## config.mk

```make
export PLATFORM = sky130hd
export DESIGN_NAME = clk_tick_rx
export DESIGN_NICKNAME = d
export VERILOG_FILES = /design/src/rtl/clk_tick_rx.sv
export SDC_FILE = /design/constraint.sdc
export NUM_CORES = 1
export LEC_CHECK = 0
export CAP_MARGIN = 0
export CORE_MARGIN = 2
export CORE_UTILIZATION = 40
export CTS_CLUSTER_SIZE = 8
export DETAILED_ROUTE_END_ITERATION = 6
export GPL_ROUTABILITY_DRIVEN = 0
export PLACE_DENSITY_LB_ADDON = 0.3
export SLEW_MARGIN = 20
export SYNTH_ARGS = -nofsm -noshare
export SYNTH_HDL_FRONTEND = slang
export SYNTH_SLANG_ARGS = --single-unit
```

## constraint.sdc

```tcl
create_clock -name CLK_I -period 4 [get_ports CLK_I]
set_clock_uncertainty 0.2 [all_clocks]
set_input_delay 0.6 -clock CLK_I [delete_from_list [all_inputs] [get_ports CLK_I]]
set_output_delay 0.6 -clock CLK_I [all_outputs]
set_load 0.05 [all_outputs]
```

## src/rtl/clk_tick_rx.sv

```systemverilog
// clk_tick_rx
//   Receives the slow square wave from the system clock divider, synchronises
//   it into the CLK_I domain and produces single-cycle rising/falling edge
//   enables. Each rise-to-rise period is measured in CLK_I cycles and checked
//   against the expected period, giving lock status and error pulses.
//
// Ports
//   CLK_I     in   system clock
//   rst       in   asynchronous active-high reset
//   clk_in    in   slow clock from the divider (asynchronous to CLK_I)
//   tick      out  one-cycle pulse per synchronised rising edge of clk_in
//   tick_fall out  one-cycle pulse per synchronised falling edge of clk_in
//   locked    out  high while LOCK_CNT consecutive good periods have been seen
//   period    out  last measured period in CLK_I cycles
//   err       out  one-cycle pulse on an out-of-tolerance period or a timeout
module clk_tick_rx #(
  parameter int unsigned SYS_CLK  = 100000000,
  parameter int unsigned CLK_IN   = 500,
  parameter int unsigned TOL      = 16,
  parameter int unsigned LOCK_CNT = 4,
  parameter int unsigned CW       = 20
) (
  input  logic          CLK_I,
  input  logic          rst,
  input  logic          clk_in,
  output logic          tick,
  output logic          tick_fall,
  output logic          locked,
  output logic [CW-1:0] period,
  output logic          err
);

  localparam int unsigned EXP = SYS_CLK / CLK_IN;
  localparam int unsigned GW  = $clog2(LOCK_CNT + 1);

  localparam logic [CW:0]   P_MIN   = (CW+1)'(EXP - TOL);
  localparam logic [CW:0]   P_MAX   = (CW+1)'(EXP + TOL);
  localparam logic [CW-1:0] CNT_TMO = CW'(EXP + TOL);
  localparam logic [GW:0]   LOCK_V  = (GW+1)'(LOCK_CNT);

  localparam logic [1:0] IDLE   = 2'd0;
  localparam logic [1:0] ACQ    = 2'd1;
  localparam logic [1:0] LOCKED = 2'd2;

  logic          s1, s2, s3;
  logic          rise, fall;
  logic [CW-1:0] cnt;
  logic [GW-1:0] good;
  logic [1:0]    state;
  logic [CW:0]   p_meas;
  logic          p_ok;
  logic [GW:0]   good_inc;
  logic          tmo;

  assign rise     = s2 & ~s3;
  assign fall     = ~s2 & s3;
  // One extra bit so cnt+1 cannot wrap when cnt is saturated.
  assign p_meas   = {1'b0, cnt} + (CW+1)'(1);
  assign p_ok     = (p_meas >= P_MIN) && (p_meas <= P_MAX);
  assign good_inc = {1'b0, good} + (GW+1)'(1);
  assign tmo      = (cnt == CNT_TMO);
  // Decoded straight from the state register so lock appears on the same
  // edge as the state change.
  assign locked   = (state == LOCKED);

  always_ff @(posedge CLK_I or posedge rst) begin
    if (rst) begin
      s1        <= 1'b0;
      s2        <= 1'b0;
      s3        <= 1'b0;
      tick      <= 1'b0;
      tick_fall <= 1'b0;
    end else begin
      s1        <= clk_in;
      s2        <= s1;
      s3        <= s2;
      tick      <= rise;
      tick_fall <= fall;
    end
  end

  always_ff @(posedge CLK_I or posedge rst) begin
    if (rst) begin
      cnt <= '0;
    end else if (rise) begin
      cnt <= '0;
    end else if (cnt != '1) begin
      cnt <= cnt + CW'(1);
    end
  end

  // The rise branch is tested before the timeout in every state, so a rise
  // landing on the timeout cycle is measured as a period instead.
  always_ff @(posedge CLK_I or posedge rst) begin
    if (rst) begin
      state  <= IDLE;
      good   <= '0;
      period <= '0;
      err    <= 1'b0;
    end else begin
      err <= 1'b0;
      case (state)
        IDLE: begin
          if (rise) begin
            state <= ACQ;
            good  <= '0;
          end
        end
        ACQ: begin
          if (rise) begin
            period <= p_meas[CW-1:0];
            if (p_ok) begin
              good <= good_inc[GW-1:0];
              if (good_inc == LOCK_V) begin
                state <= LOCKED;
              end
            end else begin
              good <= '0;
              err  <= 1'b1;
            end
          end else if (tmo) begin
            state <= IDLE;
            good  <= '0;
            err   <= 1'b1;
          end
        end
        LOCKED: begin
          if (rise) begin
            period <= p_meas[CW-1:0];
            if (!p_ok) begin
              state <= ACQ;
              good  <= '0;
              err   <= 1'b1;
            end
          end else if (tmo) begin
            state <= IDLE;
            good  <= '0;
            err   <= 1'b1;
          end
        end
        default: begin
          state <= IDLE;
          good  <= '0;
        end
      endcase
    end
  end

endmodule
```

* Yosys cells after proc, flatten, opt, wreduce, memory -nomap -nowiden
Cells that the tools add are included.
** Storage, ports and cells
- Flip-flop bits (word level) :: 51
- Bits in latches :: 0
- Memory bits (writable) :: 0
- Memory bits (read-only) :: 0
- Memories kept :: 0
** Cells by class
- Add/subtract/negate cells :: 3
- $mul :: 0
- Div/mod/pow operators :: 0
- Magnitude comparators :: 2
- Equality and inequality tests :: 9
- Shift operators :: 0
- Mux-type cells :: 21
- Bitwise gates (word level) :: 4
- Reductions and logical operators :: 7
** Operator list (count)
- $mux 20 :: 2
- $add 20x1->21 const B :: 1
- $ge 21x18->1 const B :: 1
- $le 21x18->1 const B :: 1
- $add 20x1->20 const B :: 1
- $eq 20x18->1 const B :: 1
- $ne 20x20->1 const B :: 1
- $mux 3 :: 6
- $mux 2 :: 7
- $ne 3x3->1 const B :: 3
- $pmux 3 s3 :: 1
- $pmux 2 s3 :: 1
- $add 3x1->4 const B :: 1
- $eq 4x3->1 const B :: 1
- $mux 1 :: 4
- $reduce_and 2->1 :: 2
- $reduce_and 4->1 :: 1
- $and 1x1->1 :: 2
- $eq 2x1->1 const B :: 1
- $eq 2x2->1 const B :: 1
- $logic_not 2->1 :: 1
- $ne 2x2->1 const B :: 1
- $not 1->1 :: 2
- $reduce_bool 2->1 :: 1
- other kinds (2) :: 2

* Depth between registers and ports, before layout
Gate-level depths: netlist (run 1).
- Word-level depth :: 6
- Depth in mapped cells :: 11
- Depth with buffers taken out :: 10

* Least setup slack after synthesis (run 1)
No wires, ideal clock.
- Path type :: register to register
- From :: reg cnt[1]
- To :: reg state[1]
- Library setup time :: 0.125 ns
- Data arrival time :: 2.739 ns
- Required time :: 3.675 ns
- Slack :: 0.936 ns
- Cell stages (with the launch flop) :: 11
- Path buffers :: 1
- Clock period less this slack :: 3.064 ns
- Cell sequence :: dfrtp_1 > ha_1 > nand3_4 > or4_1 > buf_2 > or3_4 > o311ai_2 > and4_1 > a211o_1 > nand3_2 > mux2_4
** On the way
- Cells in the longest elaborated chain, start to end :: 5
- Elaborated cells on any way between the ends :: 12
- Classes of those cells :: add/sub: 1; order compare: 2; eq/ne: 3; mux: 4; reduce/logical: 2
** RTL lines
- start, declared :: line 47 : logic [CW-1:0] cnt;
- start signal, assigned :: line 88 : cnt <= cnt + CW'(1);
- $add 20x1->21 :: line 58 : assign p_meas = {1'b0, cnt} + (CW+1)'(1);
- $ge 21x18->1 / $le 21x18->1 (equally long branches) :: line 59 : assign p_ok = (p_meas >= P_MIN) && (p_meas <= P_MAX);
- $logic_and 1x1->1 :: line 59
- $ne 3x3->1 (no line)
- $reduce_and 4->1 (no line)
- end signal, assigned :: line 96 : state <= IDLE;
- end signal, assigned :: line 105 : state <= ACQ;
- end signal, assigned :: line 115 : state <= LOCKED;
- end, declared :: line 49 : logic [1:0] state;
Several ways; a longest one is shown, not always the timed one.
A chain may end at the register's enable or synchronous reset.

* Worst setup path in the final report (run 1)
- From :: reg cnt[0]
- To :: reg state[1]
Same word-level chain as after synthesis.

==> results.tsv, run 1 <==
metric	value	unit
maximum clock path buffer count	2	
unrepaired setup endpoints after global routing	false	
DR vias	2173	
EDFF count, synth	0	
CP Capture Type	register	
placed cells	388	
antenna violations before repair	0	
final worst path period need	3.40	ns
Synth cell types	56	
clock power share	21.8	%
commonest non-fill, non-tap cells in the layout	dfrtp_1, nand2_1, a21oi_1	
largest net degree at the start of global routing	52	
P&R area growth vs syn	12.7	%
peak supply drop	0.000192	V
Port-buffer cells	26	
worst skew pair latency	0.30	ns
crit-path cells	ha_1 > nand3_4 > or4_1 > or3_4 > o311ai_2 > and4_1 > a211o_1 > nand3_2 > mux2_4	
Final nets	325	
CP max FO	9	
Routed WL	5710	um
Final period util	84.9	%
final hold violations	0	
Final Core Density	46.3	%
max-slew violations	0	
GRT overflow	0	
Rel. slew slack	41.6	%
hold crit path type	register to register	
global-route wire length before repair	9960	um
Mean Syn Cell Area	9.19	um2
Post-synth ARST share	100	%
chip width	87.3	um
startpoint types	register	
Routed Antenna Nets	0	
NetSw	0.475	mW
Die H	87.3	um
Power Total	1.31	mW
Switching Fraction	36.3	%
DRC errors left	0	
DP Wirelength	3950	um
Yosys Warn Count	0	
pwr/cell area	418	nW/um2
worst slew pin tran	0.876	ns
Root Driver	clkbuf_8	
TritonCTS buffer count	5	
WS Path Type	register to register	
sequential share of the synthesized area	46.0	%
Final Non-Filler Cells	396	
synthesized area	2780	um2
Critical-path top delay cell	or4_1	
Cell Rows	30	
DRT iter0 DRCs	139	
register bit count reported by yosys	51	
syn_nets	312	
Core Area	6760	um2
Logic pwr share	30.7	%
status	finished, final reports clean	
CTS tree	done	
CTS clock-pin slew for the worst setup and hold paths	0.09	ns
FILL cells	661	
Mapped Cells	302	
total setup buffers inserted after CTS	0	
footprint of the multi-input gates	1360	um2
Hold WS	0.161	ns
crit path DAT	3.38	ns
vias in the first global route	2102	
final setup vio count	0	
number of max-cap violations	0	
internal power	0.833	mW
Setup TNS Final	0	ns
Reg power frac	47.5	%
Main synth FF type	dfrtp_1	
antenna cells	0	
Seq. cell area	1280	um2
CP Data Required Time	3.99	ns
Routed WL per cell	14.4	um
I/O pins	27	
fraction of layout cells with a size suffix above 1	7.91	%
commonest non-fill, non-tap cell in the layout	dfrtp_1	
leakage	1.25	nW
Crit path largest cell delay	0.70	ns
Hold-fix buffers, CTS	0	
vias per inst	5.49	
drt pass-1 iters	4	
H-tree depth	2	
Initial Util	41.1	%
all-layer global routing usage	16.5	%
Die ar.	7620	um2
Max Freq	295	MHz
Post-CTS Resized	0	
Clock Sink Count	51	
## power by group through the flow
stage	Sequential, mW	Clock (mW)	Combinational [mW]
floorplan	0.683	0	0.254
global placement	0.628	0	0.397
detailed placement	0.632	0	0.401
CTS	0.622	0.295	0.404
global route	0.632	0.320	0.444
finish	0.622	0.285	0.401
## synth_stat cells, drive strengths merged (9+ instances only)
master,number,share of area [%]
xnor2,11,3.5
xor2,9,2.8
buf,10,2.3
clkbuf,12,1.7
dfrtp,51,46
nand3,11,2.6
o21ai,27,5.0
nor2,15,2.0
nand2,47,6.4
a21oi,27,4.9
nand4,9,2.6
## logic make-up after synthesis
| family | synth area share [%] |
|---|---|
| AOI/OAI and AO/OA | 16.5 |
| xor gates and xnor gates | 6.31 |
| adders and majority gates | 3.15 |
| buffers and inverters | 5.00 |
| DFF | 46.0 |
| muxes | 1.31 |
| and+or+nand+nor | 21.7 |
## sequential cells by signal, indices dropped and copies added (netlist names)
| register | count |
|---|---|
| cnt | 20 |
| period | 20 |
| good | 3 |
| state | 2 |
| err | 1 |
| s1 | 1 |
| s2 | 1 |
| s3 | 1 |
| tick | 1 |
| tick_fall | 1 |
## worst max-delay path, delay by kind of cell (launching register included)
family          cells  cell delay [ns]
simple gates        5             1.67
flops               1             0.50
compound gates      2             0.25
mux                 1             0.31
fa+ha+maj           1             0.34
## stage by stage
step                setup slack [ns]  area, um2
floorplan                      0.936       2780
global placement               0.758       3040
detailed placement             0.650       3040
CTS                            0.600       3120
global route                   0.411       3130
finish                         0.605       3130
## per-layer routing
metal,share of wire (%),GRT usage [%],vias up
met1,50,22.8,1056
met5,0,0,-
met2,46,25.3,33
met4,1.4,6.15,0
met3,2.6,3.79,4
li1,-,-,1080
## path summary, 6_finish.rpt
check	cells after the start	from	slack (ns)	end
setup / recovery	9	cnt[0]	0.60	state[1]
hold / removal	0	s1	0.16	s2
setup reg to reg	9	cnt[0]	0.60	state[1]
hold reg to reg	0	s1	0.16	s2
max in group asynchronous	2	rst	2.51	good[2]
min in group asynchronous	2	rst	0.56	period[7]
## final cells by class
| class | instances | area share [%] |
|---|---|---|
| sequential | 51 | 40.8 |
| clock inverter | 1 | 0.160 |
| tap | 80 | 3.20 |
| clock buffer | 7 | 2.44 |
| multi-input combinational | 221 | 43.6 |
| inverter | 8 | 1.00 |
| timing repair buffer | 28 | 8.80 |
Note: power is estimated with default switching activity, not from simulation.
==> run 2, diff against run 1 <==
==> constraint.sdc (replaced) <==
create_clock -name CLK_I -period 3.3 [get_ports CLK_I]
set_clock_uncertainty 0.2 [all_clocks]
set_input_delay 0.495 -clock CLK_I [delete_from_list [all_inputs] [get_ports CLK_I]]
set_output_delay 0.495 -clock CLK_I [all_outputs]
set_load 0.05 [all_outputs]
==> results.tsv, run 2 (synthesis results as in run 1) <==
metric	value	unit	change
I/O pins	27		unchanged
Clock Sink Count	51		unchanged
final setup vio count	0		unchanged
antenna cells	0		unchanged
DR vias	2191		was 2173
P&R area growth vs syn	15.6	%	was 12.7%
drt pass-1 iters	4		unchanged
Seq. cell area	1280	um2	about the same
final worst path period need	3.11	ns	was 3.40 ns
CTS clock-pin slew for the worst setup and hold paths	0.09	ns	about the same
met3 GRT Util	3.03	%	was 3.79%
M2 GR Usage	25.1	%	was 25.3%
worst r2r src	cnt[1]		was cnt[0]
worst hold path depth	0		unchanged
GRT busiest layer	met2		unchanged
CP startpoint	cnt[1]		was cnt[0]
max-slew violations	0		unchanged
GRT met1 Usage	23.7	%	was 22.8%
leakage	1.29	nW	was 1.25 nW
Rel. slew slack	62.0	%	was 41.6%
Final period util	94.2	%	was 84.9%
Final Non-Filler Cells	403		was 396
fraction of layout cells with a size suffix above 1	11.1	%	was 7.91%
antenna violations before repair	0		unchanged
CP Capture Type	register		unchanged
Die ar.	7620	um2	unchanged
top flop regs	cnt x20, period x20, good x3		unchanged
commonest non-fill, non-tap cell in the layout	dfrtp_1		unchanged
CP Data Required Time	3.29	ns	was 3.99 ns
Setup TNS Final	0	ns	unchanged
DRC errors left	0		unchanged
peak supply drop	0.000228	V	was 0.000192 V
reg2reg setup slack	0.19	ns	was 0.60 ns
Hold Startpoint	s1		unchanged
Port-buffer cells	26		unchanged
FILL cells	651		was 661
worst skew pair latency	0.30	ns	about the same
CP max FO	9		unchanged
TritonCTS buffer count	5		unchanged
Die H	87.3	um	unchanged
all-layer global routing usage	16.4	%	was 16.5%
DRT iter0 DRCs	167		was 139
global-route wire length before repair	9900	um	was 9960 um
clock power share	22.3	%	was 21.8%
maximum clock path buffer count	2		unchanged
worst slew pin tran	0.564	ns	was 0.876 ns
Routed Antenna Nets	0		unchanged
startpoint types	register		unchanged
hold crit path type	register to register		unchanged
Hold-fix buffers, CTS	0		unchanged
DP Wirelength	4210	um	was 3950 um
Routed WL	5830	um	was 5710 um
final hold violations	0		unchanged
status	finished, final reports clean		unchanged
reg2reg path depth	9		unchanged
WS Path Type	register to register		unchanged
placed cells	396		was 388
pwr/cell area	503	nW/um2	was 418 nW/um2
footprint of the multi-input gates	1370	um2	was 1360 um2
Core Area	6760	um2	unchanged
GRT overflow	0		unchanged
Routed WL per cell	14.5	um	was 14.4 um
number of max-cap violations	0		unchanged
vias per inst	5.44		was 5.49
Root Driver	clkbuf_8		unchanged
CTS tree	done		unchanged
Switching Fraction	35.8	%	was 36.3%
Initial Util	41.1	%	unchanged
Reg power frac	46.5	%	was 47.5%
Max Freq	322	MHz	was 295 MHz
largest net degree at the start of global routing	51		was 52
Logic pwr share	31.2	%	was 30.7%
Cell Rows	30		unchanged
crit path DAT	3.10	ns	was 3.38 ns
commonest non-fill, non-tap cells in the layout	dfrtp_1, nand2_1, a21oi_1		unchanged
Final nets	333		was 325
NetSw	0.578	mW	was 0.475 mW
H-tree depth	2		unchanged
chip width	87.3	um	unchanged
internal power	1.04	mW	was 0.833 mW
unrepaired setup endpoints after global routing	false		unchanged
vias in the first global route	2061		was 2102
-- run 2: area by class of cell --
| type | instances | area share, % |
|---|---|---|
| timing repair buffer | 36 | 10.8 |
| sequential | 51 | 39.8 |
| inverter | 8 | 0.935 |
| multi-input combinational | 221 | 42.6 |
| clock buffer | 6 | 2.57 |
| tap | 80 | 3.12 |
| clock inverter | 1 | 0.156 |
-- run 2: power groups by stage --
stage / registers, mW / logic (mW) / clock network, mW
3_3_place_gp: 0.757 / 0.497 / 0
5_1_grt: 0.763 / 0.556 / 0.391
6_report: 0.751 / 0.504 / 0.361
3_5_place_dp: 0.761 / 0.506 / 0
4_1_cts: 0.750 / 0.507 / 0.371
2_1_floorplan: 0.828 / 0.308 / 0
-- run 2: final timing paths --
check,endpoint
worst max-delay path,state[1]
worst min-delay path,s2
worst max register to register,state[1]
worst min register to register,s2
max in group asynchronous,cnt[1]
min in group asynchronous,tick_fall
-- run 2: metal layers --
metal / wire, um / share of wire, %
met4: 72 / 1.2
met3: 170 / 2.9
met1: 2960 / 51
met5: 0 / 0
met2: 2630 / 45
-- run 2: critical path: stages (launching register included) --
cell and delay, ns:
dfrtp_2 0.43, ha_2 0.27, nand3_4 0.14, or4_1 0.62, or3_4 0.41, o311ai_2 0.09, and4_1 0.27, a211o_1 0.15
nand3_2 0.10, mux2_4 0.30
-- run 2: metrics by stage --
step	area [um2]	util [%]	power, mW	setup slack (ns)	hold WS [ns]
2_1_floorplan	2780	-	1.14	0.236	0.131
3_3_place_gp	3120	46.1	1.25	0.215	0.136
3_5_place_dp	3120	46.1	1.27	0.126	0.137
4_1_cts	3200	47.4	1.63	0.110	0.156
5_1_grt	3210	47.5	1.71	0.0418	0.154
6_report	3210	47.5	1.62	0.191	0.153
-- run 2: what timing repair did --
action	CTS	global route
endpoints found under the setup margin	0	1
buffers inserted	0	0
gates resized for setup	0	3
==> run 3, diff against run 2 <==
--- a/config.mk
+++ b/config.mk
@@ -6,7 +6,6 @@
 export NUM_CORES = 1
 export LEC_CHECK = 0
 export CAP_MARGIN = 0
-export CORE_MARGIN = 2
 export CORE_UTILIZATION = 40
 export CTS_CLUSTER_SIZE = 8
 export DETAILED_ROUTE_END_ITERATION = 6
==> results.tsv, run 3 (synthesis results as in run 1) <==
metric	value	unit	change
TritonCTS buffer count	5		unchanged
P&R area growth vs syn	15.1	%	was 15.6%
Switching Fraction	36.3	%	was 35.8%
footprint of the multi-input gates	1360	um2	was 1370 um2
Final WS setup	0.202	ns	was 0.191 ns
drt pass-1 iters	4		unchanged
worst r2r src	cnt[1]		unchanged
Core Area	6530	um2	was 6760 um2
Hold-fix buffers, CTS	0		unchanged
Initial Util	42.5	%	was 41.1%
Die H	85.3	um	was 87.3 um
Port-buffer cells	26		unchanged
internal power	1.02	mW	was 1.04 mW
global-route wire length before repair	10100	um	was 9900 um
maximum clock path buffer count	2		unchanged
Setup TNS Final	0	ns	unchanged
Root Driver	clkbuf_8		unchanged
Seq. cell area	1280	um2	unchanged
commonest non-fill, non-tap cells in the layout	dfrtp_1, nand2_1, a21oi_1		unchanged
Hold WS	0.153	ns	about the same
final worst path period need	3.10	ns	was 3.11 ns
M2 GR Usage	27.3	%	was 25.1%
total setup buffers inserted after CTS	0		unchanged
DRT iter0 DRCs	115		was 167
crit path DAT	3.09	ns	was 3.10 ns
max-slew violations	0		unchanged
Logic pwr share	31.2	%	about the same
commonest non-fill, non-tap cell in the layout	dfrtp_1		unchanged
Reg power frac	47.0	%	was 46.5%
pwr/cell area	501	nW/um2	was 503 nW/um2
all-layer global routing usage	17.7	%	was 16.4%
clock power share	21.7	%	was 22.3%
NetSw	0.582	mW	was 0.578 mW
H-tree depth	2		unchanged
CP Data Required Time	3.29	ns	about the same
pre-CTS WS	0.131	ns	was 0.126 ns
CP Capture Type	register		unchanged
CP startpoint	cnt[1]		unchanged
FILL cells	622		was 651
vias per inst	5.57		was 5.44
vias in the first global route	2066		was 2061
DRC errors left	0		unchanged
status	finished, final reports clean		unchanged
Final nets	333		unchanged
CTS clock-pin slew for the worst setup and hold paths	0.09	ns	about the same
worst slew pin tran	0.553	ns	was 0.564 ns
Clock Sink Count	51		unchanged
GRT busiest layer	met2		unchanged
leakage	1.29	nW	about the same
final hold violations	0		unchanged
top flop regs	cnt x20, period x20, good x3		unchanged
I/O pins	27		unchanged
Max Freq	323	MHz	was 322 MHz
worst skew pair latency	0.31	ns	was 0.30 ns
final setup vio count	0		unchanged
chip width	85.3	um	was 87.3 um
Routed WL	5820	um	was 5830 um
startpoint types	register		unchanged
met3 GRT Util	3.60	%	was 3.03%
GRT met1 Usage	24.6	%	was 23.7%
Post-CTS Resized	0		unchanged
Final period util	93.9	%	was 94.2%
number of max-cap violations	0		unchanged
DR vias	2235		was 2191
DP Wirelength	4050	um	was 4210 um
fraction of layout cells with a size suffix above 1	10.5	%	was 11.1%
antenna violations before repair	0		unchanged
Hold Startpoint	s1		unchanged
hold crit path type	register to register		unchanged
largest net degree at the start of global routing	52		was 51
CP max FO	9		unchanged
peak supply drop	0.000239	V	was 0.000228 V
Cell Rows	29		was 30
antenna cells	0		unchanged
Die ar.	7280	um2	was 7620 um2
unrepaired setup endpoints after global routing	false		unchanged
WS Path Type	register to register		unchanged
Routed Antenna Nets	0		unchanged
Rel. slew slack	63.0	%	was 62.0%
GRT overflow	0		unchanged
CTS tree	done		unchanged
Routed WL per cell	14.5	um	about the same
run 3: changes by cell type in the layout (fill, tap and decap cells not counted):
| cell | before | now |
|---|---|---|
| clkbuf_8 | 6 | 5 |
| clkbuf_1 | 0 | 2 |
| o21ai_2 | 2 | 1 |
| o21ai_1 | 0 | 1 |
run 3: through the flow:
stage / std cells / cell area, um2 / util, % / power, mW
after floorplan: 302 / 2780 / - / 1.14
after detailed placement: 393 / 3110 / 47.6 / 1.26
after global placement: 393 / 3110 / 47.6 / 1.25
final: 401 / 3200 / 48.9 / 1.60
after global routing: 401 / 3200 / 48.9 / 1.70
after CTS: 401 / 3190 / 48.9 / 1.62
run 3: power groups by stage:
stage / Combinational (mW) / Sequential, mW / Clock (mW)
2_1_floorplan: 0.308 / 0.828 / 0
3_3_place_gp: 0.492 / 0.759 / 0
3_5_place_dp: 0.501 / 0.763 / 0
4_1_cts: 0.504 / 0.753 / 0.359
5_1_grt: 0.552 / 0.765 / 0.384
6_report: 0.501 / 0.754 / 0.348
run 3: path summary, 6_finish.rpt:
| check | to | slack (ns) | cells after the start |
|---|---|---|---|
| max | state[1] | 0.20 | 9 |
| min | s2 | 0.15 | 0 |
| max reg2reg | state[1] | 0.20 | 9 |
| min reg2reg | s2 | 0.15 | 0 |
| max in group asynchronous | cnt[1] | 2.32 | 3 |
| min in group asynchronous | period[8] | 0.34 | 3 |
run 3: critical path, cell delays in order, from the launching register on:
cell and delay (ns):
dfrtp_2 0.44, ha_2 0.27, nand3_4 0.13, or4_1 0.60, or3_4 0.41, o311ai_2 0.10, and4_1 0.26, a211o_1 0.15
nand3_2 0.11, mux2_4 0.30
run 3: cell type report:
cell class / instances / area share (%)
inverters: 8 / 0.939
well taps: 77 / 3.01
flip-flops and latches: 51 / 40.0
clock buffers: 7 / 2.39
repair buffers: 36 / 10.9
clock inverters: 1 / 0.157
multi-input cells: 221 / 42.7
run 3: layer usage:
layer / up-vias / part of all wire (%)
met5: - / 0
met4: 0 / 1.7
met3: 9 / 4.4
met2: 48 / 44
met1: 1078 / 49
li1: 1100 / -
